$ cat config.mk
export PLATFORM = sky130hd
export DESIGN_NAME = control_sequencer_flat
export DESIGN_NICKNAME = d
export VERILOG_FILES = /design/src/rtl/control_sequencer_if.sv /design/src/rtl/control_sequencer.sv /design/src/flat_wrapper.sv
export SDC_FILE = /design/constraint.sdc
export NUM_CORES = 1
export LEC_CHECK = 0
export BUFFER_PORTS_ARGS = -buffer_cell sky130_fd_sc_hd__buf_2
export CAP_MARGIN = 30
export CORE_ASPECT_RATIO = 1.1
export CORE_MARGIN = 8
export CORE_UTILIZATION = 28
export DETAILED_ROUTE_END_ITERATION = 8
export GPL_ROUTABILITY_DRIVEN = 1
export HOLD_SLACK_MARGIN = 0.02
export PLACE_DENSITY_LB_ADDON = 0.2
export SLEW_MARGIN = 20
export SYNTH_ARGS = -nofsm -noshare
export SYNTH_HDL_FRONTEND = slang
export SYNTH_SLANG_ARGS = --single-unit
$ cat constraint.sdc
create_clock -name clock -period 1.6 [get_ports clock]
set_clock_uncertainty 0.1 [all_clocks]
set_input_delay 0.08 -clock clock [delete_from_list [all_inputs] [get_ports clock]]
set_output_delay 0.08 -clock clock [all_outputs]
set_load 0.005 [all_outputs]
$ cat src/rtl/control_sequencer_if.sv
// Control bus between the instruction sequencer (master) and the datapath (slave).
// Carries run/IR/memory-ready status in and every datapath strobe out.
interface control_sequencer_if;
  logic        run;
  logic [31:0] ir;
  logic        mem_ready;
  logic        PCout, MARin, IncPC, Zin, Zlowout, Zhighout, PCin;
  logic        Read, MDRin, MDRout, IRin, Yin, HIin, LOin;
  logic [15:0] R_in;
  logic [15:0] R_out;
  logic [4:0]  ALU_Control;
  logic        busy, halted, instr_done, illegal;

  modport master (
    input  run, ir, mem_ready,
    output PCout, MARin, IncPC, Zin, Zlowout, Zhighout, PCin,
           Read, MDRin, MDRout, IRin, Yin, HIin, LOin,
           R_in, R_out, ALU_Control, busy, halted, instr_done, illegal
  );

  modport slave (
    output run, ir, mem_ready,
    input  PCout, MARin, IncPC, Zin, Zlowout, Zhighout, PCin,
           Read, MDRin, MDRout, IRin, Yin, HIin, LOin,
           R_in, R_out, ALU_Control, busy, halted, instr_done, illegal
  );
endinterface

$ cat src/rtl/control_sequencer.sv
// Multi-cycle fetch/decode/execute sequencer driving the datapath strobes.
// Define MULDIV_EN to enable the MUL/DIV opcodes and the T6 HI/LO writeback step.
module control_sequencer (
  input logic                 clock,
  input logic                 clear,
  control_sequencer_if.master bus
);

  typedef enum logic [3:0] {IDLE, T0, T1, T2, T3, T4, T5, T6, HALT} state_t;

  state_t     state, state_nxt;
  logic [4:0] opcode;
  logic [3:0] ra, rb, rc;
  logic       is_alu, is_muldiv;
  logic       unused_ir;

  assign opcode    = bus.ir[31:27];
  assign ra        = bus.ir[26:23];
  assign rb        = bus.ir[22:19];
  assign rc        = bus.ir[18:15];
  assign unused_ir = ^bus.ir[14:0];
  assign is_alu    = (opcode >= 5'b00011) && (opcode <= 5'b01101);
`ifdef MULDIV_EN
  assign is_muldiv = (opcode == 5'b01110) || (opcode == 5'b01111);
`else
  assign is_muldiv = 1'b0;
`endif

  always_ff @(posedge clock) begin
    if (clear) state <= IDLE;
    else       state <= state_nxt;
  end

  // Outputs decode from state (and IR fields); only T1 looks at mem_ready.
  always_comb begin
    state_nxt       = state;
    bus.PCout       = 1'b0;
    bus.MARin       = 1'b0;
    bus.IncPC       = 1'b0;
    bus.Zin         = 1'b0;
    bus.Zlowout     = 1'b0;
    bus.Zhighout    = 1'b0;
    bus.PCin        = 1'b0;
    bus.Read        = 1'b0;
    bus.MDRin       = 1'b0;
    bus.MDRout      = 1'b0;
    bus.IRin        = 1'b0;
    bus.Yin         = 1'b0;
    bus.HIin        = 1'b0;
    bus.LOin        = 1'b0;
    bus.R_in        = 16'h0000;
    bus.R_out       = 16'h0000;
    bus.ALU_Control = 5'b00000;
    bus.busy        = (state != IDLE) && (state != HALT);
    bus.halted      = (state == HALT);
    bus.instr_done  = 1'b0;
    bus.illegal     = 1'b0;
    case (state)
      IDLE: if (bus.run) state_nxt = T0;
      T0: begin
        bus.PCout = 1'b1;
        bus.MARin = 1'b1;
        bus.IncPC = 1'b1;
        bus.Zin   = 1'b1;
        state_nxt = T1;
      end
      T1: begin
        bus.Read = 1'b1;
        if (bus.mem_ready) begin
          bus.Zlowout = 1'b1;
          bus.PCin    = 1'b1;
          bus.MDRin   = 1'b1;
          state_nxt   = T2;
        end
      end
      T2: begin
        bus.MDRout = 1'b1;
        bus.IRin   = 1'b1;
        state_nxt  = T3;
      end
      T3: begin
        if (is_alu || is_muldiv) begin
          bus.R_out = 16'h0001 << rb;
          bus.Yin   = 1'b1;
          state_nxt = T4;
        end else if (opcode == 5'b11010) begin
          bus.instr_done = 1'b1;
          state_nxt      = T0;
        end else if (opcode == 5'b11011) begin
          bus.instr_done = 1'b1;
          state_nxt      = HALT;
        end else begin
          bus.illegal = 1'b1;
          state_nxt   = T0;
        end
      end
      T4: begin
        bus.R_out       = 16'h0001 << rc;
        bus.Zin         = 1'b1;
        bus.ALU_Control = opcode;
        state_nxt       = T5;
      end
      T5: begin
        bus.Zlowout = 1'b1;
`ifdef MULDIV_EN
        if (is_muldiv) begin
          bus.LOin  = 1'b1;
          state_nxt = T6;
        end else begin
          bus.R_in       = 16'h0001 << ra;
          bus.instr_done = 1'b1;
          state_nxt      = T0;
        end
`else
        bus.R_in       = 16'h0001 << ra;
        bus.instr_done = 1'b1;
        state_nxt      = T0;
`endif
      end
`ifdef MULDIV_EN
      T6: begin
        bus.Zhighout   = 1'b1;
        bus.HIin       = 1'b1;
        bus.instr_done = 1'b1;
        state_nxt      = T0;
      end
`endif
      HALT: state_nxt = HALT;
      default: state_nxt = IDLE;
    endcase
  end

endmodule

$ cat src/flat_wrapper.sv
// flat-port wrapper written by rule: the top's interface ports become plain ports
module control_sequencer_flat 
  (clock, clear, bus_run, bus_ir, bus_mem_ready, bus_PCout, bus_MARin, bus_IncPC, bus_Zin, bus_Zlowout, bus_Zhighout, bus_PCin, bus_Read, bus_MDRin, bus_MDRout, bus_IRin, bus_Yin, bus_HIin, bus_LOin, bus_R_in, bus_R_out, bus_ALU_Control, bus_busy, bus_halted, bus_instr_done, bus_illegal);
  control_sequencer_if bus_i ();
  input logic clock;
  input logic clear;
  input wire logic [$bits(bus_i.run)-1:0] bus_run;
  input wire logic [$bits(bus_i.ir)-1:0] bus_ir;
  input wire logic [$bits(bus_i.mem_ready)-1:0] bus_mem_ready;
  output wire logic [$bits(bus_i.PCout)-1:0] bus_PCout;
  output wire logic [$bits(bus_i.MARin)-1:0] bus_MARin;
  output wire logic [$bits(bus_i.IncPC)-1:0] bus_IncPC;
  output wire logic [$bits(bus_i.Zin)-1:0] bus_Zin;
  output wire logic [$bits(bus_i.Zlowout)-1:0] bus_Zlowout;
  output wire logic [$bits(bus_i.Zhighout)-1:0] bus_Zhighout;
  output wire logic [$bits(bus_i.PCin)-1:0] bus_PCin;
  output wire logic [$bits(bus_i.Read)-1:0] bus_Read;
  output wire logic [$bits(bus_i.MDRin)-1:0] bus_MDRin;
  output wire logic [$bits(bus_i.MDRout)-1:0] bus_MDRout;
  output wire logic [$bits(bus_i.IRin)-1:0] bus_IRin;
  output wire logic [$bits(bus_i.Yin)-1:0] bus_Yin;
  output wire logic [$bits(bus_i.HIin)-1:0] bus_HIin;
  output wire logic [$bits(bus_i.LOin)-1:0] bus_LOin;
  output wire logic [$bits(bus_i.R_in)-1:0] bus_R_in;
  output wire logic [$bits(bus_i.R_out)-1:0] bus_R_out;
  output wire logic [$bits(bus_i.ALU_Control)-1:0] bus_ALU_Control;
  output wire logic [$bits(bus_i.busy)-1:0] bus_busy;
  output wire logic [$bits(bus_i.halted)-1:0] bus_halted;
  output wire logic [$bits(bus_i.instr_done)-1:0] bus_instr_done;
  output wire logic [$bits(bus_i.illegal)-1:0] bus_illegal;
  assign bus_i.run = bus_run;
  assign bus_i.ir = bus_ir;
  assign bus_i.mem_ready = bus_mem_ready;
  assign bus_PCout = bus_i.PCout;
  assign bus_MARin = bus_i.MARin;
  assign bus_IncPC = bus_i.IncPC;
  assign bus_Zin = bus_i.Zin;
  assign bus_Zlowout = bus_i.Zlowout;
  assign bus_Zhighout = bus_i.Zhighout;
  assign bus_PCin = bus_i.PCin;
  assign bus_Read = bus_i.Read;
  assign bus_MDRin = bus_i.MDRin;
  assign bus_MDRout = bus_i.MDRout;
  assign bus_IRin = bus_i.IRin;
  assign bus_Yin = bus_i.Yin;
  assign bus_HIin = bus_i.HIin;
  assign bus_LOin = bus_i.LOin;
  assign bus_R_in = bus_i.R_in;
  assign bus_R_out = bus_i.R_out;
  assign bus_ALU_Control = bus_i.ALU_Control;
  assign bus_busy = bus_i.busy;
  assign bus_halted = bus_i.halted;
  assign bus_instr_done = bus_i.instr_done;
  assign bus_illegal = bus_i.illegal;
  control_sequencer u_core (.clock(clock), .clear(clear), .bus(bus_i));
endmodule
==> After elaboration in Yosys (flattened, before gate mapping) <==
Index checks and enable logic that the tools add are counted.
{ "totals": {"ff_bits": 4, "output_inout_bits": 55, "word_cells": 51} }
{ "op_classes": {"order_cmp": 2, "n_eq_ne": 12, "shifts": 3, "n_mux": 27, "reduce_logical": 6} }
{ "ops": {"columns": ["operator", "count"], "rows": [
  ["$shl 1x4->16 const A", 3],
  ["$mux 16", 2],
  ["$pmux 16 s2", 1],
  ["$pmux 4 s8", 1],
  ["$mux 4", 5],
  ["$mux 1", 15],
  ["$eq 4x3->1 const B", 3],
  ["$eq 5x5->1 const B", 2],
  ["$eq 4x2->1 const B", 2],
  ["$ge 5x2->1 const B", 1],
  ["$le 5x4->1 const B", 1],
  ["$mux 5", 1],
  ["$eq 4x1->1 const B", 1],
  ["$eq 4x4->1 const B", 1],
  ["$logic_not 4->1", 1],
  ["$ne 2x2->1 const B", 2],
  ["$ne 4x4->1 const B", 1],
  ["$pmux 1 s2", 2],
  ["$reduce_bool 4->1", 1],
  ["$logic_and 1x1->1", 2],
  ["$reduce_and 2->1", 1],
  ["$reduce_or 2->1", 1]
]} }

==> Depth between registers and ports, before layout <==
{ "logic_depth": {"ltp_word": 5, "depth_mapped": 5, "depth_no_buf": 3} }

==> Least setup slack after synthesis <==
No wires, ideal clock.
{ "synth_timing": {"path_kind": "register -> output", "start": "register u_core.state[3]", "end": "output bus_R_out[2]", "arrival_ns": 1.274, "setup_slack_ns": 0.146, "path_stages_with_launch": 5, "path_cell_list": "dfxtp_1 buf_6 nor4b_4 nand4b_2 o32ai_2"} }
{ "synth_between": {"elab_chain_len": 2, "word_cells_on_any_way": 3} }
{ "synth_lines": {"columns": ["element", "line_no", "rtl"], "rows": [
  ["start, declared", "control_sequencer.sv:11", "state_t state, state_nxt;"],
  ["start signal, assigned", "control_sequencer.sv:31", "else state <= state_nxt;"],
  ["$eq 4x3->1", "control_sequencer.sv:58", "case (state)"],
  ["$pmux 16 s2 *", "control_sequencer.sv:58", null],
  ["end, declared", "flat_wrapper.sv:25", "output wire logic [$bits(bus_i.R_out)-1:0] bus_R_out;"]
]} }
Mark *: on every way between the ends. The rest lies on a longest branch, timed or not.

==> Worst setup path in the final report <==
{ "layout_timing": {"start": "register u_core.state[0]", "end": "output bus_R_in[0]"} }
{ "layout_between": {"elab_chain_len": 2} }
{ "layout_lines": {"columns": ["element", "line_no", "rtl"], "rows": [
  ["$eq 4x3->1", "control_sequencer.sv:58", null],
  ["$mux 16", "control_sequencer.sv:58", null],
  ["end, declared", "flat_wrapper.sv:24", "output wire logic [$bits(bus_i.R_in)-1:0] bus_R_in;"]
]} }
No other way between the ends.

==> qor.yml <==
setup_viol: 21
pre_cts_ws_ns: 0.00404
synthCells: 132
gp_congestion: 0.777
syn_area_um2: 910
largest_reg_flops: 4
drv_slew: 0
fin_ws_ns: -0.222
h-tree-depth: 1
fp.dieArea_um2: 5330
io_buffers: 72
crit_path_start: "u_core.state[0]"
reg_top3: "u_core.state x4"
path_max_fanout: 5
ir_drop_mv: 0.552
start_util_pct: 29.6
finalNetCount: 252
dp_hpwl_um: 2870
synthTopCellsByArea: "dfxtp_1, nor2_1, o22ai_1"
yosysWarnings: 0
yosys.area.top_type_share_pct: 8.80
clock_sinks: 4
crit_arrival_ns: 1.64
criticalPathCategory: "flop to output pin"
num_vias: 1302
drt_pass1_iterations: 4
drc: 0
hold_viol_final: 0
wl_per_cell_um: 14.2
rr_startpoint: "u_core.state[0]"
grt.total_usage_pct: 12.0
fin_crit_sh_pct: 114
fillCellCount: 309
p_per_area_nw_per_um2: 677
violations: "setup timing"
die_w_um: 70.3
cts.root.buffer_cell: "clkbuf_4"
grt_pass1_vias: 1255
worstPathRequired_ns: 1.42
stdcell_area_um2: 1530
ys_types: 45
min_path_cells: 3
antenna_found_initial: 0
min_path_type: "input port to flop"
clk_pin_slew_ns: 0.04
cts_tree: "done"
start_kind: "flop"
min_from: "bus_ir[27]"
diodes: 0
top_register: "u_core.state"
place_area_um2: 1310
synth_edf_count: 0
synthFlopType: "dfxtp_1"
synth_seq_cells: 4
critPathCaptureType: "output pin"
post-synth-top-area-cell: "dfxtp_1"
leakagePower_nw: 0.782
cts_buffer_depth: 2
synthArstFlopShare_pct: 0
postSynthAreaPerCell_um2: 6.89
row_count: 21
rsz0062_at_grt: "true"
synth_seq_area_share_pct: 8.80
area_growth_pct: 67.7
grt_overflow_total: 0
wirelength_um: 3520
status: "finished with violations"
drt-vias-per-instance: 5.25
core_area_um2: 3070
grt_max_degree: 13
clock_latency_ns: 0.23
drv_cap: 0
final_common_cell: "buf_2"
ant_nets: 0
grt_pass1_wl_um: 5430
drt_iter0_drc: 51
num_io_pins: 91
cts_buffers: 3
final_cell_mix: "buf_2, nor2_1, buf_4"
floorplan.die.height_um: 75.8
timing.fmax_mhz: 549
power_mw: 1.03
min_period_ns: 1.82
worstRegToRegCells: 6
drive_gt1_share_pct: 56.1
[stage by stage]
step / setup TNS (ns) / hold slack (ns) / utilization [%] / cells
finish: -2.88 / 0.0949 / 49.6 / 248
global route: -4.82 / 0.111 / 49.6 / 248
global placement: -0.0353 / 0.189 / 42.5 / 238
CTS: -2.53 / 0.0854 / 45.3 / 243
floorplan: 0 / 0.0568 / - / 134
detailed placement: 0 / 0.189 / 42.5 / 238
[metal layers]
layer	up-vias	routed length (um)	track usage (%)
li1	657	-	-
met1	568	1500	13.6
met2	75	1580	20.4
met3	2	401	4.30
met4	0	27	4.69
met5	-	0	0
[final cells by class]
cell class | instances | area (um^2) | area share (%)
Timing Repair Buffer | 89 | 531 | 34.8
Multi-Input combinational cell | 117 | 836 | 54.8
Clock buffer | 3 | 22.5 | 1.48
Sequential cell | 4 | 90.1 | 5.91
Tap cell | 34 | 42.5 | 2.79
Inverter | 1 | 3.75 | 0.246
[path summary, 6_finish.rpt]
path | endpoint | slack, ns
setup / recovery | bus_R_in[0] | -0.22
hold / removal | u_core.state[0] | 0.09
hold reg to reg | u_core.state[1] | 0.51
setup reg to reg | u_core.state[2] | 0.07
[cell usage after synthesis (2+ instances only)]
| cell type | n |
|---|---|
| or2_2 | 3 |
| nand2_1 | 5 |
| buf_6 | 2 |
| dfxtp_1 | 4 |
| nor2b_1 | 4 |
| nand2b_1 | 8 |
| nand4_1 | 6 |
| nand3_1 | 3 |
| nand3b_1 | 3 |
| o21ai_0 | 4 |
| nor2_1 | 20 |
| o22ai_1 | 11 |
| nand4b_1 | 4 |
| buf_4 | 7 |
| nor3b_1 | 3 |
| nor3_1 | 8 |
| buf_2 | 2 |
| and3_1 | 2 |
| and2_1 | 7 |
[worst max-delay path: stages (launching register included)]
cell	delay, ns
dfxtp_2	0.34
or2_1	0.24
or4_4	0.52
nor3_2	0.17
buf_2	0.13
[report_power, final]
part | total, mW | switching, mW | internal [mW]
sequential | 0.186 | 0.0504 | 0.136
clock | 0.123 | 0.0392 | 0.0838
combinational | 0.723 | 0.352 | 0.371
[timing repair]
item / CTS / global route
setup buffers: 1 / 5
endpoints found under the setup margin: 46 / 34
pin swaps: 14 / 17
hold buffers: 1 / 0
resized for setup: 16 / 22
hold endpoints to repair: 1 / 0
cloned: 0 / 0
[logic make-up (layout without fill, tap and decap cells)]
logic type,count (synthesis),after routing,share of synthesized area [%]
compound gates,24,24,18.4
buf+inv,13,93,10.2
flops,4,4,8.80
mux,1,1,1.10
other cells,1,3,0.412
simple gates,89,89,61.1
(Power assumes the default switching activity.)
